$ cat src/rtl/serial_subtractor_if.sv
// Handshake and operand/result bundle for the bit-serial subtractor.
interface serial_subtractor_if #(parameter int WIDTH = 8);
  logic             start;
  logic [WIDTH-1:0] a;
  logic [WIDTH-1:0] b;
  logic             busy;
  logic             done;
  logic [WIDTH-1:0] diff;
  logic             borrow_out;
  logic             zero;

  modport master (output start, a, b, input busy, done, diff, borrow_out, zero);
  modport slave  (input start, a, b, output busy, done, diff, borrow_out, zero);
endinterface

$ cat src/rtl/serial_subtractor.sv
// Bit-serial A - B, LSB first: one full-subtractor cell plus a borrow flip-flop,
// with a start/busy/done handshake and result registers held between operations.
module serial_subtractor #(
  parameter int WIDTH = 8
) (
  input logic           clk,
  input logic           rst_n,
  serial_subtractor_if.slave bus
);
  localparam int CW = $clog2(WIDTH) + 1;

  typedef enum logic [1:0] {S_IDLE, S_SHIFT, S_DONE} state_t;

  state_t           r_state, w_next;
  logic             w_accept;
  logic [WIDTH-1:0] r_a_sr, r_b_sr, r_work;
  logic             r_br;
  logic [CW-1:0]    r_cnt;
  logic [WIDTH-1:0] r_diff;
  logic             r_borrow, r_zero;

  logic             w_x, w_y, w_d, w_br_nxt, w_last;
  logic [WIDTH-1:0] w_work_nxt;

  assign w_x        = r_a_sr[0];
  assign w_y        = r_b_sr[0];
  assign w_d        = w_x ^ w_y ^ r_br;
  assign w_br_nxt   = (~w_x & w_y) | (~w_x & r_br) | (w_y & r_br);
  assign w_work_nxt = {w_d, r_work[WIDTH-1:1]};
  assign w_last     = (r_cnt == CW'(WIDTH - 1));

  always_ff @(posedge clk or negedge rst_n) begin
    if (!rst_n) r_state <= S_IDLE;
    else        r_state <= w_next;
  end

  // start is only honoured outside SHIFT, so operands in flight are never disturbed
  always_comb begin
    w_next   = r_state;
    w_accept = 1'b0;
    case (r_state)
      S_IDLE:  w_accept = bus.start;
      S_SHIFT: if (w_last) w_next = S_DONE;
      S_DONE: begin
        w_accept = bus.start;
        w_next   = S_IDLE;
      end
      default: w_next = S_IDLE;
    endcase
    if (w_accept) w_next = S_SHIFT;
  end

  always_ff @(posedge clk or negedge rst_n) begin
    if (!rst_n) begin
      r_a_sr   <= '0;
      r_b_sr   <= '0;
      r_work   <= '0;
      r_br     <= 1'b0;
      r_cnt    <= '0;
      r_diff   <= '0;
      r_borrow <= 1'b0;
      r_zero   <= 1'b0;
    end else if (w_accept) begin
      r_a_sr <= bus.a;
      r_b_sr <= bus.b;
      r_work <= '0;
      r_br   <= 1'b0;
      r_cnt  <= '0;
    end else if (r_state == S_SHIFT) begin
      r_a_sr <= r_a_sr >> 1;
      r_b_sr <= r_b_sr >> 1;
      r_work <= w_work_nxt;
      r_br   <= w_br_nxt;
      r_cnt  <= r_cnt + CW'(1);
      // results publish from the in-flight values so done lines up with them
      if (w_last) begin
        r_diff   <= w_work_nxt;
        r_borrow <= w_br_nxt;
        r_zero   <= (w_work_nxt == '0);
      end
    end
  end

  assign bus.busy       = (r_state == S_SHIFT);
  assign bus.done       = (r_state == S_DONE);
  assign bus.diff       = r_diff;
  assign bus.borrow_out = r_borrow;
  assign bus.zero       = r_zero;
endmodule

$ cat src/flat_wrapper.sv
// flat-port wrapper written by rule: the top's interface ports become plain ports
module serial_subtractor_flat 
#(
  parameter int WIDTH = 8
)
  (clk, rst_n, bus_start, bus_a, bus_b, bus_busy, bus_done, bus_diff, bus_borrow_out, bus_zero);
  serial_subtractor_if #(.WIDTH(WIDTH)) bus_i ();
  input logic clk;
  input logic rst_n;
  input wire logic [$bits(bus_i.start)-1:0] bus_start;
  input wire logic [$bits(bus_i.a)-1:0] bus_a;
  input wire logic [$bits(bus_i.b)-1:0] bus_b;
  output wire logic [$bits(bus_i.busy)-1:0] bus_busy;
  output wire logic [$bits(bus_i.done)-1:0] bus_done;
  output wire logic [$bits(bus_i.diff)-1:0] bus_diff;
  output wire logic [$bits(bus_i.borrow_out)-1:0] bus_borrow_out;
  output wire logic [$bits(bus_i.zero)-1:0] bus_zero;
  assign bus_i.start = bus_start;
  assign bus_i.a = bus_a;
  assign bus_i.b = bus_b;
  assign bus_busy = bus_i.busy;
  assign bus_done = bus_i.done;
  assign bus_diff = bus_i.diff;
  assign bus_borrow_out = bus_i.borrow_out;
  assign bus_zero = bus_i.zero;
  serial_subtractor #(.WIDTH(WIDTH)) u_core (.clk(clk), .rst_n(rst_n), .bus(bus_i));
endmodule
$ cat config.mk
export PLATFORM = sky130hd
export DESIGN_NAME = serial_subtractor_flat
export DESIGN_NICKNAME = d
export VERILOG_FILES = /design/src/rtl/serial_subtractor_if.sv /design/src/rtl/serial_subtractor.sv /design/src/flat_wrapper.sv
export SDC_FILE = /design/constraint.sdc
export NUM_CORES = 1
export LEC_CHECK = 0
export CORE_MARGIN = 2
export CORE_UTILIZATION = 45
export DETAILED_ROUTE_END_ITERATION = 10
export GPL_TIMING_DRIVEN = 0
export PLACE_DENSITY = 0.74
export SKIP_CTS_REPAIR_TIMING = 1
export SLEW_MARGIN = 25
export SYNTH_ARGS = -nofsm -noshare
export SYNTH_HDL_FRONTEND = slang
export SYNTH_SLANG_ARGS = --single-unit
$ cat constraint.sdc
create_clock -name clk -period 1.8 [get_ports clk]
set_clock_uncertainty 0.15 [all_clocks]
set_input_delay 0.54 -clock clk [delete_from_list [all_inputs] [get_ports clk]]
set_output_delay 0.54 -clock clk [all_outputs]
set_load 0.01 [all_outputs]
==> results.sh <==
export IMPL_status="complete, but fails checks"
export IMPL_failed_checks="negative setup slack"
export IMPL_syn_area_per_cell_um2=11.88
export IMPL_die_area_mm2=0.004227
export IMPL_r2r_slack_ps=110
export IMPL_fmax_mhz=499.0
export IMPL_clock_path_buffers=2
export IMPL_min_period_ps=2004
export IMPL_seq_area_frac_synth_pct=59.75
export IMPL_gp_congestion=0.7696
export IMPL_grt_pass1_wl_um=6147
export IMPL_n_antenna_cell=0
export IMPL_final_cell_area_mm2=0.002185
export IMPL_htreeDepth=2
export IMPL_root_buffer="clkbuf_8"
export IMPL_path_delay_family="buffers and inverters"
export IMPL_cpPeakStageDelay_ps=370
export IMPL_synth_top_area_share_pct=59.75
export IMPL_grt_max_degree=27
export IMPL_holdWs_ps=3.302
export IMPL_cp_arrival_ps=1310
export IMPL_grt_usage_pct=19.57
export IMPL_synth_compound_area_share_pct=12.40
export IMPL_ir_drop_uv=716.9
export IMPL_fin_crit_sh_pct=111.3
export IMPL_startpoint="u_core.r_state[1]"
export IMPL_drt_total_wl_um=3568
export IMPL_setup_tns_ps=-204.0
export IMPL_drv_cap=0
export IMPL_relSlewSlack_pct=67.80
export IMPL_die_h_um=65.02
export IMPL_port_buffers=30
export IMPL_hold_viol_final=0
export IMPL_placed_area_mm2=0.002051
export IMPL_tritoncts="yes"
export IMPL_worstSetupPathType="reg -> out"
export IMPL_min_path_type="in -> async"
export IMPL_drc=0
export IMPL_maxSlewViolCount=0
export IMPL_wl_per_cell_um=15.65
export IMPL_leakage_uw=0.001103
export IMPL_finalSetupViolations=1
export IMPL_die_w_um=65.02
export IMPL_synth_distinct_cells=28
export IMPL_synth_nets=162
export IMPL_netlist_area_mm2=0.001675
export IMPL_cts_sinks=40
export IMPL_worst_pin_slew_ps=483.0
export IMPL_crit_buf_inv=4
export IMPL_synthAdderAreaFrac_pct=1.942
export IMPL_drt_pass1_iterations=4
export IMPL_synthXorXnorAreaFrac_pct=0
export IMPL_cts_buffers_inserted=5
export IMPL_yosys_warnings=0
export IMPL_synth_mux_area_share_pct=8.514
export IMPL_yosysTopAreaCell="dfrtp_1"
export IMPL_grt_overflow=0
export IMPL_initial_utilization_pct=46.46
export IMPL_core_mm2=0.003606
export IMPL_synth_cells=141
export IMPL_slowest_stage="dfrtp_1"
export IMPL_detailed_place_hpwl_um=2504
export IMPL_powerDensity_mw_per_mm2=1722
export IMPL_synth_seq_cells=40
export IMPL_final_nets=200
export IMPL_synth_top_family_by_area="simple AND/OR/NAND/NOR gates"
export IMPL_area_delta_synth_final_pct=30.40
export IMPL_synth_area_leaders="dfrtp_1 (60%), mux2_2 (6.7%), a22o_1 (5.2%), nand2_1 (4.9%), a22oi_1 (3.6%)"
export IMPL_crit_fanout=10
export IMPL_clk_latency_ps=290
export IMPL_vias=1265
export IMPL_num_rows=22
export IMPL_cp_cell_sequence="nand2b_1 > buf_6 > inv_8 > buf_8 > buf_2"
export IMPL_synthSimpleGateAreaFrac_pct=13.37
export IMPL_timing_rr_start="u_core.r_br"
export IMPL_first_iter_violations=73
export IMPL_start_kind="flop"
export IMPL_rsz0062_at_grt="yes"
export IMPL_post_place_ws_ps=-507.3
export IMPL_viasPerCell=5.548
export IMPL_layout_setup_ws_ps=-204.0
export IMPL_crit_path_end_kind="output pin"
export IMPL_ios=31
export IMPL_drive_gt1_share_pct=15.56
export IMPL_crit_required_ps=1110
export IMPL_antenna_found_initial=0
export IMPL_cts_clk_slew_worst_paths_ps=80
export IMPL_grt_pass1_vias=1276
export IMPL_postRouteAntennaNets=0
[cell type report]
type                       count  area, um2
inverter                       3      18.77
sequential                    40       1001
clock buffer                   7      86.33
tap                           48      60.06
fill                         293       1421
multi-input combinational     89      606.8
clock inverter                 1      7.507
timing repair buffer          31      337.8
buffer                         9      66.31
[worst register-to-register path: cells and delay by family (launching register included)]
kind	cells	cell delay, ps
muxes	1	260
DFF	1	410
and+or+nand+nor	1	220
adders and majority gates	1	550
[synth_stat cells, drive strengths merged]
cell type and n:
nand2b 2, a22oi 8, a221o 1, fa 1, o2bb2ai 1, ha 1
a22o 10, nand2 22, inv 3, nand3 9, clkbuf 3, nor2 7
nor2b 1, mux2i 3, dfrtp 40, nand4 1, nor4 1, buf 6
o21ai 2, and2b 1, and4b 1, nor3 2, mux2 10, a31oi 5
[cells by family (layout without fill, tap and decap cells)]
logic type | Yosys count | count (layout)
simple gates | 47 | 47
flops | 40 | 40
compound gates | 27 | 27
mux | 13 | 13
buf+inv | 12 | 51
fa+ha+maj | 2 | 2
[power by group]
| group | internal, uW | switching (uW) |
|---|---|---|
| combinational | 781 | 775 |
| sequential | 1310 | 278 |
| clock | 311 | 310 |
[per-stage QoR]
stage | util [%] | power (uW) | cells
5_1_grt | 60.58 | 4019 | 228
2_1_floorplan | - | 2541 | 141
3_5_place_dp | 56.87 | 3152 | 220
6_report | 60.58 | 3762 | 228
3_3_place_gp | 56.45 | 3046 | 219
4_1_cts | 59.47 | 3774 | 228
[placed cells by master, fill, tap and decap left out, drive strengths merged]
| master | count |
|---|---|
| o21ai | 2 |
| nor3 | 2 |
| nor2b | 1 |
| nand4 | 1 |
| buf | 9 |
| dfrtp | 40 |
| fa | 1 |
| clkbuf | 10 |
| and4b | 1 |
| clkinvlp | 1 |
| nand2b | 2 |
| mux2i | 3 |
| ha | 1 |
| a22oi | 8 |
| nor2 | 7 |
| clkdlybuf4s50 | 17 |
| a22o | 10 |
| a31oi | 5 |
| and2b | 1 |
| a221o | 1 |
| nand2 | 22 |
| mux2 | 10 |
| inv | 3 |
| nand3 | 9 |
| dlymetal6s2s | 11 |
| nor4 | 1 |
| o2bb2ai | 1 |
[state kept, by name, summed over array words and instances, names as in the netlist]
signal                 cells
u_core.bus.zero            1
u_core.bus.diff            8
u_core.r_a_sr              8
u_core.r_b_sr              8
u_core.bus.borrow_out      1
u_core.r_work              7
u_core.r_cnt               4
u_core.r_br                1
u_core.r_state             2
[layer usage]
metal | GRT usage, % | vias to the layer above | part of all wire (%)
met4 | 11.72 | 0 | 3.5
met3 | 4.688 | 12 | 3.9
met1 | 26.85 | 637 | 44
met5 | 0 | - | 0
met2 | 28.22 | 35 | 49
li1 | - | 581 | -
[worst paths after layout]
kind | cells past startpoint | end
min in group clk | 1 | u_core.bus.diff[3]
min | 1 | u_core.r_cnt[3]
min reg2reg | 1 | u_core.bus.diff[3]
max reg2reg | 3 | u_core.bus.zero
max in group asynchronous | 2 | u_core.r_a_sr[2]
max | 5 | bus_busy
Note: power is estimated with default switching activity, not from simulation.
